==> config.mk <==
export PLATFORM = sky130hd
export DESIGN_NAME = uart_dec_line_parser
export DESIGN_NICKNAME = d
export VERILOG_FILES = /design/src/rtl/uart_dec_line_parser.sv
export SDC_FILE = /design/constraint.sdc
export NUM_CORES = 1
export LEC_CHECK = 0
export ABC_AREA = 1
export CAP_MARGIN = 0
export CORE_UTILIZATION = 53
export DETAILED_ROUTE_END_ITERATION = 16
export GPL_ROUTABILITY_DRIVEN = 0
export GPL_TIMING_DRIVEN = 1
export PLACE_DENSITY = 0.91
export SLEW_MARGIN = 40
export SYNTH_ARGS = -nofsm -noshare
export SYNTH_HDL_FRONTEND = slang
export SYNTH_SLANG_ARGS = --single-unit
==> constraint.sdc <==
create_clock -name clk -period 3.2 [get_ports clk]
set_input_delay 0.64 -clock clk [delete_from_list [all_inputs] [get_ports clk]]
set_output_delay 0.64 -clock clk [all_outputs]
set_load 0.03 [all_outputs]
==> src/rtl/uart_dec_line_parser.sv <==
// Turns an ASCII decimal byte stream (CR/LF terminated lines) into binary numbers
// and pairs successive numbers up as adder operands A and B.
module uart_dec_line_parser #(
    parameter int WIDTH  = 8,
    parameter int DIGITS = 3
) (
    input  logic             clk,
    input  logic             reset,
    input  logic             clr,
    input  logic [7:0]       rx_data,
    input  logic             rx_valid,
    output logic [WIDTH-1:0] num_out,
    output logic             num_valid,
    output logic             num_idx,
    output logic [WIDTH-1:0] num_a,
    output logic [WIDTH-1:0] num_b,
    output logic             pair_valid,
    output logic             err,
    output logic [1:0]       err_code
);

    localparam int CW = $clog2(DIGITS + 1);
    localparam int AW = WIDTH + 4;

    localparam logic [1:0] CODE_BAD_CHAR = 2'b01;
    localparam logic [1:0] CODE_TOO_LONG = 2'b10;
    localparam logic [1:0] CODE_OVERFLOW = 2'b11;

    typedef enum logic [1:0] {
        ST_IDLE,
        ST_DIGITS,
        ST_DISCARD
    } state_t;

    state_t           state, state_nxt;
    logic [WIDTH-1:0] acc, acc_nxt;
    logic [CW-1:0]    cnt, cnt_nxt;
    logic             idx;
    logic             accept, err_set;
    logic [1:0]       code_nxt;

    logic             is_digit, is_term;
    logic [3:0]       digit_val;
    logic [AW-1:0]    acc_wide, prod;
    logic             overflow, cnt_full;

    assign is_digit  = (rx_data >= 8'h30) && (rx_data <= 8'h39);
    assign is_term   = (rx_data == 8'h0D) || (rx_data == 8'h0A);
    assign digit_val = rx_data[3:0];
    assign acc_wide  = {4'b0000, acc};
    // acc*10 + d as shifts; the 4 extra bits are enough to hold the worst case
    assign prod      = (acc_wide << 3) + (acc_wide << 1) + {{WIDTH{1'b0}}, digit_val};
    assign overflow  = prod > {4'b0000, {WIDTH{1'b1}}};
    assign cnt_full  = (cnt == CW'(DIGITS));

    always_ff @(posedge clk or posedge reset) begin
        if (reset) begin
            state <= ST_IDLE;
        end else if (clr) begin
            state <= ST_IDLE;
        end else begin
            state <= state_nxt;
        end
    end

    always_comb begin
        state_nxt = state;
        if (rx_valid) begin
            case (state)
                ST_IDLE: begin
                    if (is_digit)      state_nxt = ST_DIGITS;
                    else if (!is_term) state_nxt = ST_DISCARD;
                end
                ST_DIGITS: begin
                    if (is_digit) begin
                        if (cnt_full || overflow) state_nxt = ST_DISCARD;
                    end else if (is_term) begin
                        state_nxt = ST_IDLE;
                    end else begin
                        state_nxt = ST_DISCARD;
                    end
                end
                ST_DISCARD: begin
                    if (is_term) state_nxt = ST_IDLE;
                end
                default: state_nxt = ST_IDLE;
            endcase
        end
    end

    always_comb begin
        acc_nxt  = acc;
        cnt_nxt  = cnt;
        accept   = 1'b0;
        err_set  = 1'b0;
        code_nxt = 2'b00;
        if (rx_valid) begin
            case (state)
                ST_IDLE: begin
                    if (is_digit) begin
                        acc_nxt = WIDTH'(digit_val);
                        cnt_nxt = CW'(1);
                    end else if (!is_term) begin
                        err_set  = 1'b1;
                        code_nxt = CODE_BAD_CHAR;
                    end
                end
                ST_DIGITS: begin
                    if (is_digit) begin
                        if (cnt_full) begin
                            err_set  = 1'b1;
                            code_nxt = CODE_TOO_LONG;
                        end else if (overflow) begin
                            err_set  = 1'b1;
                            code_nxt = CODE_OVERFLOW;
                        end else begin
                            acc_nxt = prod[WIDTH-1:0];
                            cnt_nxt = cnt + CW'(1);
                        end
                    end else if (is_term) begin
                        accept = 1'b1;
                    end else begin
                        err_set  = 1'b1;
                        code_nxt = CODE_BAD_CHAR;
                    end
                end
                default: ;
            endcase
        end
    end

    // idx is the slot the next accepted number fills; num_idx reports the slot of num_out
    always_ff @(posedge clk or posedge reset) begin
        if (reset) begin
            acc        <= '0;
            cnt        <= '0;
            idx        <= 1'b0;
            num_out    <= '0;
            num_valid  <= 1'b0;
            num_idx    <= 1'b0;
            num_a      <= '0;
            num_b      <= '0;
            pair_valid <= 1'b0;
            err        <= 1'b0;
            err_code   <= 2'b00;
        end else if (clr) begin
            acc        <= '0;
            cnt        <= '0;
            idx        <= 1'b0;
            num_out    <= '0;
            num_valid  <= 1'b0;
            num_idx    <= 1'b0;
            num_a      <= '0;
            num_b      <= '0;
            pair_valid <= 1'b0;
            err        <= 1'b0;
            err_code   <= 2'b00;
        end else begin
            acc        <= acc_nxt;
            cnt        <= cnt_nxt;
            num_valid  <= accept;
            pair_valid <= accept && idx;
            err        <= err_set;
            if (err_set) err_code <= code_nxt;
            if (accept) begin
                num_out <= acc;
                num_idx <= idx;
                idx     <= ~idx;
                if (idx) num_b <= acc;
                else     num_a <= acc;
            end
        end
    end

endmodule

==> results of run 1 <==
==> worst max-delay path: cells and delay by family <==
kind,cells,cell delay [ps]
AOI/OAI and AO/OA,2,220
and+or+nand+nor,10,1010
buffers and inverters,3,570
adders and majority gates,2,870
==> path summary, 6_finish.rpt <==
| path | endpoint | slack (ps) | cells after the start |
|---|---|---|---|
| hold / removal | num_a[6] | 510 | 2 |
| setup reg to reg | acc[7] | 410 | 16 |
| hold reg to reg | num_a[6] | 510 | 2 |
| setup / recovery | acc[7] | 80 | 17 |
| min in group asynchronous | num_out[4] | 790 | 3 |
| max in group asynchronous | num_a[6] | 2040 | 3 |
==> cell families after synthesis <==
family,after synthesis
simple gates,140
compound gates,58
buf+inv,53
flops,43
fa+ha+maj,18
xor+xnor,1
==> power breakdown <==
group / total, W / switching, W / leakage [nW] / internal [W]
combinational: 0.000349 / 0.000217 / 0.920 / 0.000132
sequential: 0.000589 / 0.0000243 / 0.588 / 0.000564
clock: 0.000423 / 0.000191 / 0.0581 / 0.000232
==> cell usage in the layout, fill, tap and decap left out, drive strengths merged <==
cell type	count
ha	16
o31ai	6
nand2	73
inv	44
clkinv	2
a21oi	18
clkdlybuf4s50	41
bufinv	1
or2	2
nand4	1
o211ai	1
nand3	40
nand3b	1
clkbuf	5
nor3	1
dfrtp	43
nor2	21
nor4	1
a221oi	1
o21ai	32
fa	2
buf	8
xnor2	1
==> final cells by class <==
class                           instances  area [um2]
Tap cell                               52        65.1
Clock buffer                            5        68.8
Clock inverter                          3        43.8
Timing Repair Buffer                   49         470
Sequential cell                        43        1080
Inverter                               44         165
Multi-Input combinational cell        217        1330
Fill cell                             305        1250
==> through the flow <==
step,TNS [ps],total power [W],area [um2],setup slack (ps),util (%)
2_1_floorplan,0,0.000813,2550,359,-
3_3_place_gp,-2250,0.000891,3030,-225,67.7
3_5_place_dp,-3460,0.000903,3030,-311,67.7
4_1_cts,0,0.00132,3150,87.3,70.4
5_1_grt,-35.9,0.00143,3220,-23.8,72.0
6_report,0,0.00136,3220,75.9,72.0
==> routing by layer <==
metal | up-vias | track usage, % | wire length [um]
met5 | - | 0 | 0
met4 | 0 | 7.56 | 131
met2 | 110 | 41.8 | 3150
met3 | 15 | 4.08 | 356
li1 | 1125 | - | -
met1 | 1133 | 32.7 | 2570
==> sequential cells by signal, summed over array words and instances, names as in the netlist, 2 cells and up <==
signal,count
state,2
acc,8
err_code,2
cnt,2
num_a,8
num_b,8
num_out,8
==> what timing repair did <==
item                       in CTS  in global routing
resized for setup               1                 17
gates cloned                    0                  0
setup endpoints to repair       1                 15
pin swaps                       0                  7
==> impl_metrics.tcl, run 1 <==
set metrics [dict create \
    outcome "finished with violations" \
    violations "design-rule violations" \
    async_flop_share_pct 100 \
    drt_iter0_drc 277 \
    coreArea_um2 4470 \
    diodes 0 \
    yosys.area.top_type "dfrtp_1" \
    synth-edff-count 0 \
    htreeDepth 2 \
    max_freq_mhz 320 \
    cp_max_fo 20 \
    synthAdderAreaFrac_pct 9.43 \
    hold_viol 0 \
    synth.most_common_cell "nand2_1" \
    path_clk_slew_ps 80 \
    syn-cell-area_um2 2550 \
    numCtsBuffers 5 \
    yosysSeqAreaShare_pct 42.3 \
    relSlewSlack_pct 64.4 \
    synthMuxAreaShare_pct 0 \
    yosys_warnings 0 \
    instances_no_fill 413 \
    crit_type "primary input to register" \
    routedWlPerCell_um 15.0 \
    cts_setup_buffers 0 \
    fin_crit_ps 3120 \
    drc 6 \
    vias_per_cell 5.77 \
    ir_worst_vdd_mv 0.202 \
    synth_top_family_by_area "simple AND/OR/NAND/NOR gates" \
    grt_pass1_vias 2232 \
    cpPeakStageDelay_ps 530 \
    drv_slew 0 \
    dieArea_um2 5090 \
    skew_ps 8.83 \
    portBuffers 41 \
    finalSetupViolations 0 \
    critPathCaptureType "register" \
    rows 24 \
    ctsHoldBuffers 0 \
    cp_common_cell "nand2_1" \
    grt_pass1_wl_um 9980 \
    avgSynthCellArea_um2 8.13 \
    post_synth_xor_area_fraction_pct 0.344 \
    postSynthCellCount 313 \
    fin_crit_sh_pct 97.6 \
    path_cells "clkdlybuf4s50_1 -> inv_1 -> fa_1 -> inv_1 -> fa_2 -> nand2_2 -> nand2_4 -> nand3_2 -> nand2_1 -> nand2_1 -> nand2_1 -> nor2_4 -> nand2_4 -> nand2_2 -> nand2_8 -> a21oi_2 -> a21oi_1" \
    synth-compound-area-share_pct 13.2 \
    cp.arrival_ps 3300 \
    syn2layout_area_growth_pct 26.5 \
    ys_types 32 \
    max-cap-violations 0 \
    yosys.area.top_type_share_pct 42.3 \
    startpoint_type "primary input" \
    worstSkewPairLatency_ps 290 \
    hold_ws_ps 507 \
    hp-class "register to register" \
    antenna_found_initial 0 \
    worstMarginPinSlew_ps 533 \
    required_ps 3380 \
    dp.cells 405 \
    synth_flop_cell "dfrtp_1" \
    die_x_um 71.3 \
    reg2reg_from "acc[0]" \
    crit_path_top_delay_cell "fa_1" \
    cts-root-buf "clkbuf_8" \
    yosys-top-cells-count "66 x nand2_1, 43 x dfrtp_1, 40 x inv_1, 37 x nand3_1, 21 x o21ai_0" \
    grt_overflow_total 0 \
    hold_path_startpoint "num_a[6]" \
    yosys_register_bits 43 \
    cts_buffer_depth 2 \
    start_util_pct 56.9 \
    p_per_area_nw_per_um2 422 \
    grt_usage_pct 24.7 \
    startpoint "rx_data[3]" \
    drive_gt1_share_pct 15.0 \
    ys_top_cells_by_area "dfrtp_1 42%, nand2_1 9.7%, ha_1 7.9%" \
    clock_sinks 43 \
    die_h_um 71.3 \
    grt_max_degree 44 \
    wl_um 6200 \
    p_leak_nw 1.57 \
    dp_hpwl_um 4320 \
    num-nets-final 390 \
    io_pins 42 \
    firstDrtPassIters 12 \
    vias 2383 \
    syn_nets 343 \
    ant_nets 0 \
    cts_tree "done" \
    synthSimpleGateAreaFrac_pct 26.3 \
]
No activity file was read; power rests on OpenSTA's default activity.
==> run 2: changes to the inputs <==
Settings changed: CAP_MARGIN 0 to 20, GPL_ROUTABILITY_DRIVEN 0 to not set.
==> results of run 2 <==
Same layout as run 1: the final DEF is identical, and so are final timing and power.
==> run 3: changes to the inputs <==
Settings changed: PLACE_DENSITY 0.91 to 0.88.
==> run 3 against run 2 <==
Compared with the run above: the run still ends with design-rule violations left; sequential cell count is the same; largest power group unchanged; highest routed layer unchanged; fmax grew 2.9%; die area is the same.
==> impl_metrics.tcl, run 3 (synthesized netlist as in run 1, its figures left out) <==
set metrics [dict create \
    r2r_setup_slack_ps 450 \
    holdPathEnd "num_a[2]" \
    vias_per_cell 5.46 \
    final_common_cell "nand2_1" \
    htreeDepth 2 \
    required_ps 3370 \
    ant_nets 0 \
    p_per_area_nw_per_um2 412 \
    finalInstanceArea_um2 3200 \
    dp.cells 405 \
    critPathCaptureType "register" \
    portBuffers 41 \
    violations "design-rule violations" \
    dieArea_um2 5090 \
    die_x_um 71.3 \
    diodes 0 \
    path_clk_slew_ps 70 \
    instances_no_fill 413 \
    fin_crit_sh_pct 94.9 \
    hp-class "register to register" \
    cts_buffer_depth 2 \
    antenna_found_initial 0 \
    outcome "finished with violations" \
    worstMarginPinSlew_ps 517 \
    numCtsBuffers 5 \
    grt_pass1_wl_um 9470 \
    drive_gt1_share_pct 15.2 \
    syn2layout_area_growth_pct 25.8 \
    grt_overflow_total 0 \
    reg2reg_depth 17 \
    skew_ps 8.56 \
    max-cap-violations 0 \
    p_leak_nw 1.56 \
    max_freq_mhz 329 \
    firstDrtPassIters 10 \
    timing.rr.end "acc[7]" \
    grt_pass1_vias 2153 \
    hold_path_startpoint "num_a[2]" \
    grt_max_degree 44 \
    reg2reg_from "acc[0]" \
    cp_max_fo 20 \
    routedWlPerCell_um 14.0 \
    rows 24 \
    worstSkewPairLatency_ps 290 \
    clock_sinks 43 \
    grt_usage_pct 23.9 \
    drv_slew 0 \
    cts-root-buf "clkbuf_8" \
    die_h_um 71.3 \
    whs_path_depth 2 \
    hold_ws_ps 489 \
    io_pins 42 \
    relSlewSlack_pct 65.5 \
    start_util_pct 56.9 \
    hold_viol 0 \
    fin_crit_ps 3040 \
    vias 2255 \
    final_cell_mix "63 x nand2_1, 43 x dfrtp_1, 41 x clkdlybuf4s50_1" \
    pre_cts_ws_ps -340 \
    drc 6 \
    place.gp.congestion 0.884 \
    total_power_w 0.00132 \
    cts_tree "done" \
    finalSetupViolations 0 \
    crit_type "primary input to register" \
    cp.arrival_ps 3200 \
    worst_slack_ps 163 \
    startpoint_type "primary input" \
    num-nets-final 391 \
    dp_hpwl_um 4320 \
    coreArea_um2 4470 \
    placed_area_um2 3030 \
    ir_worst_vdd_mv 0.229 \
    wl_um 5800 \
    drt_iter0_drc 167 \
]
-- run 3: cell count changes in the layout (fill, tap and decap cells not counted) --
cell,before,now
clkinv_2,1,0
clkinv_4,1,0
clkbuf_1,0,1
buf_4,8,9
inv_1,40,38
nand2_4,2,1
nor2_2,3,5
inv_2,4,6
nand2_2,7,8
nor2_4,4,2
-- run 3: cell type report --
class                   instances  area, um2
multi-input cells             217       1320
fillers                       351       1270
flip-flops and latches         43       1080
repair buffers                 50        478
inverters                      44        165
clock buffers                   6       72.6
well taps                      52       65.1
clock inverters                 1       30.0
-- run 3: metrics by stage --
step / setup TNS [ps] / utilization (%)
2_1_floorplan: 0 / -
4_1_cts: 0 / 70.1
3_3_place_gp: -2170 / 67.7
5_1_grt: -2.71 / 71.6
3_5_place_dp: -3870 / 67.7
6_report: 0 / 71.6
-- run 3: where the power goes --
part	internal, W	leakage [nW]	switching (W)
logic	0.000133	0.922	0.000205
registers	0.000565	0.588	0.0000225
clock network	0.000229	0.0513	0.000166
total	0.000927	1.56	0.000394
-- run 3: worst max-delay path: stages --
cell	delay, ps
clkdlybuf4s50_1	470
inv_2	50
fa_1	490
inv_2	50
buf_4	130
ha_4	230
nand3_1	90
nand3_2	90
nand2_2	90
nand2_1	70
nand2_1	70
nand2_1	80
nor2_2	140
nand2_2	110
nand2_4	100
nand2_8	110
a21oi_2	140
a21oi_1	50
-- run 3: how the worst max path moves through the flow --
stage                     cells after the start       end       start
final                                        18    acc[7]  rx_data[3]
after global routing                         19  state[1]  rx_data[3]
after floorplan                              17    acc[7]  rx_data[3]
after detailed placement                     17    acc[7]  rx_data[3]
after global placement                       17    acc[7]  rx_data[3]
after CTS                                    17    acc[7]  rx_data[3]
-- run 3: routing by layer --
layer	share of wire [%]	up-vias	track usage [%]
met5	0	-	0
li1	-	1122	-
met3	4.0	8	4.08
met2	51	69	42.1
met4	1.5	0	8.00
met1	44	1056	29.8
-- run 3: what timing repair did --
action                                  4_1_cts  5_1_grt
pin swaps                                     0        8
hold buffers                                  0        0
endpoints found under the setup margin        4       15
cloned                                        0        0
resized for setup                             1       16
setup buffers                                 0        1
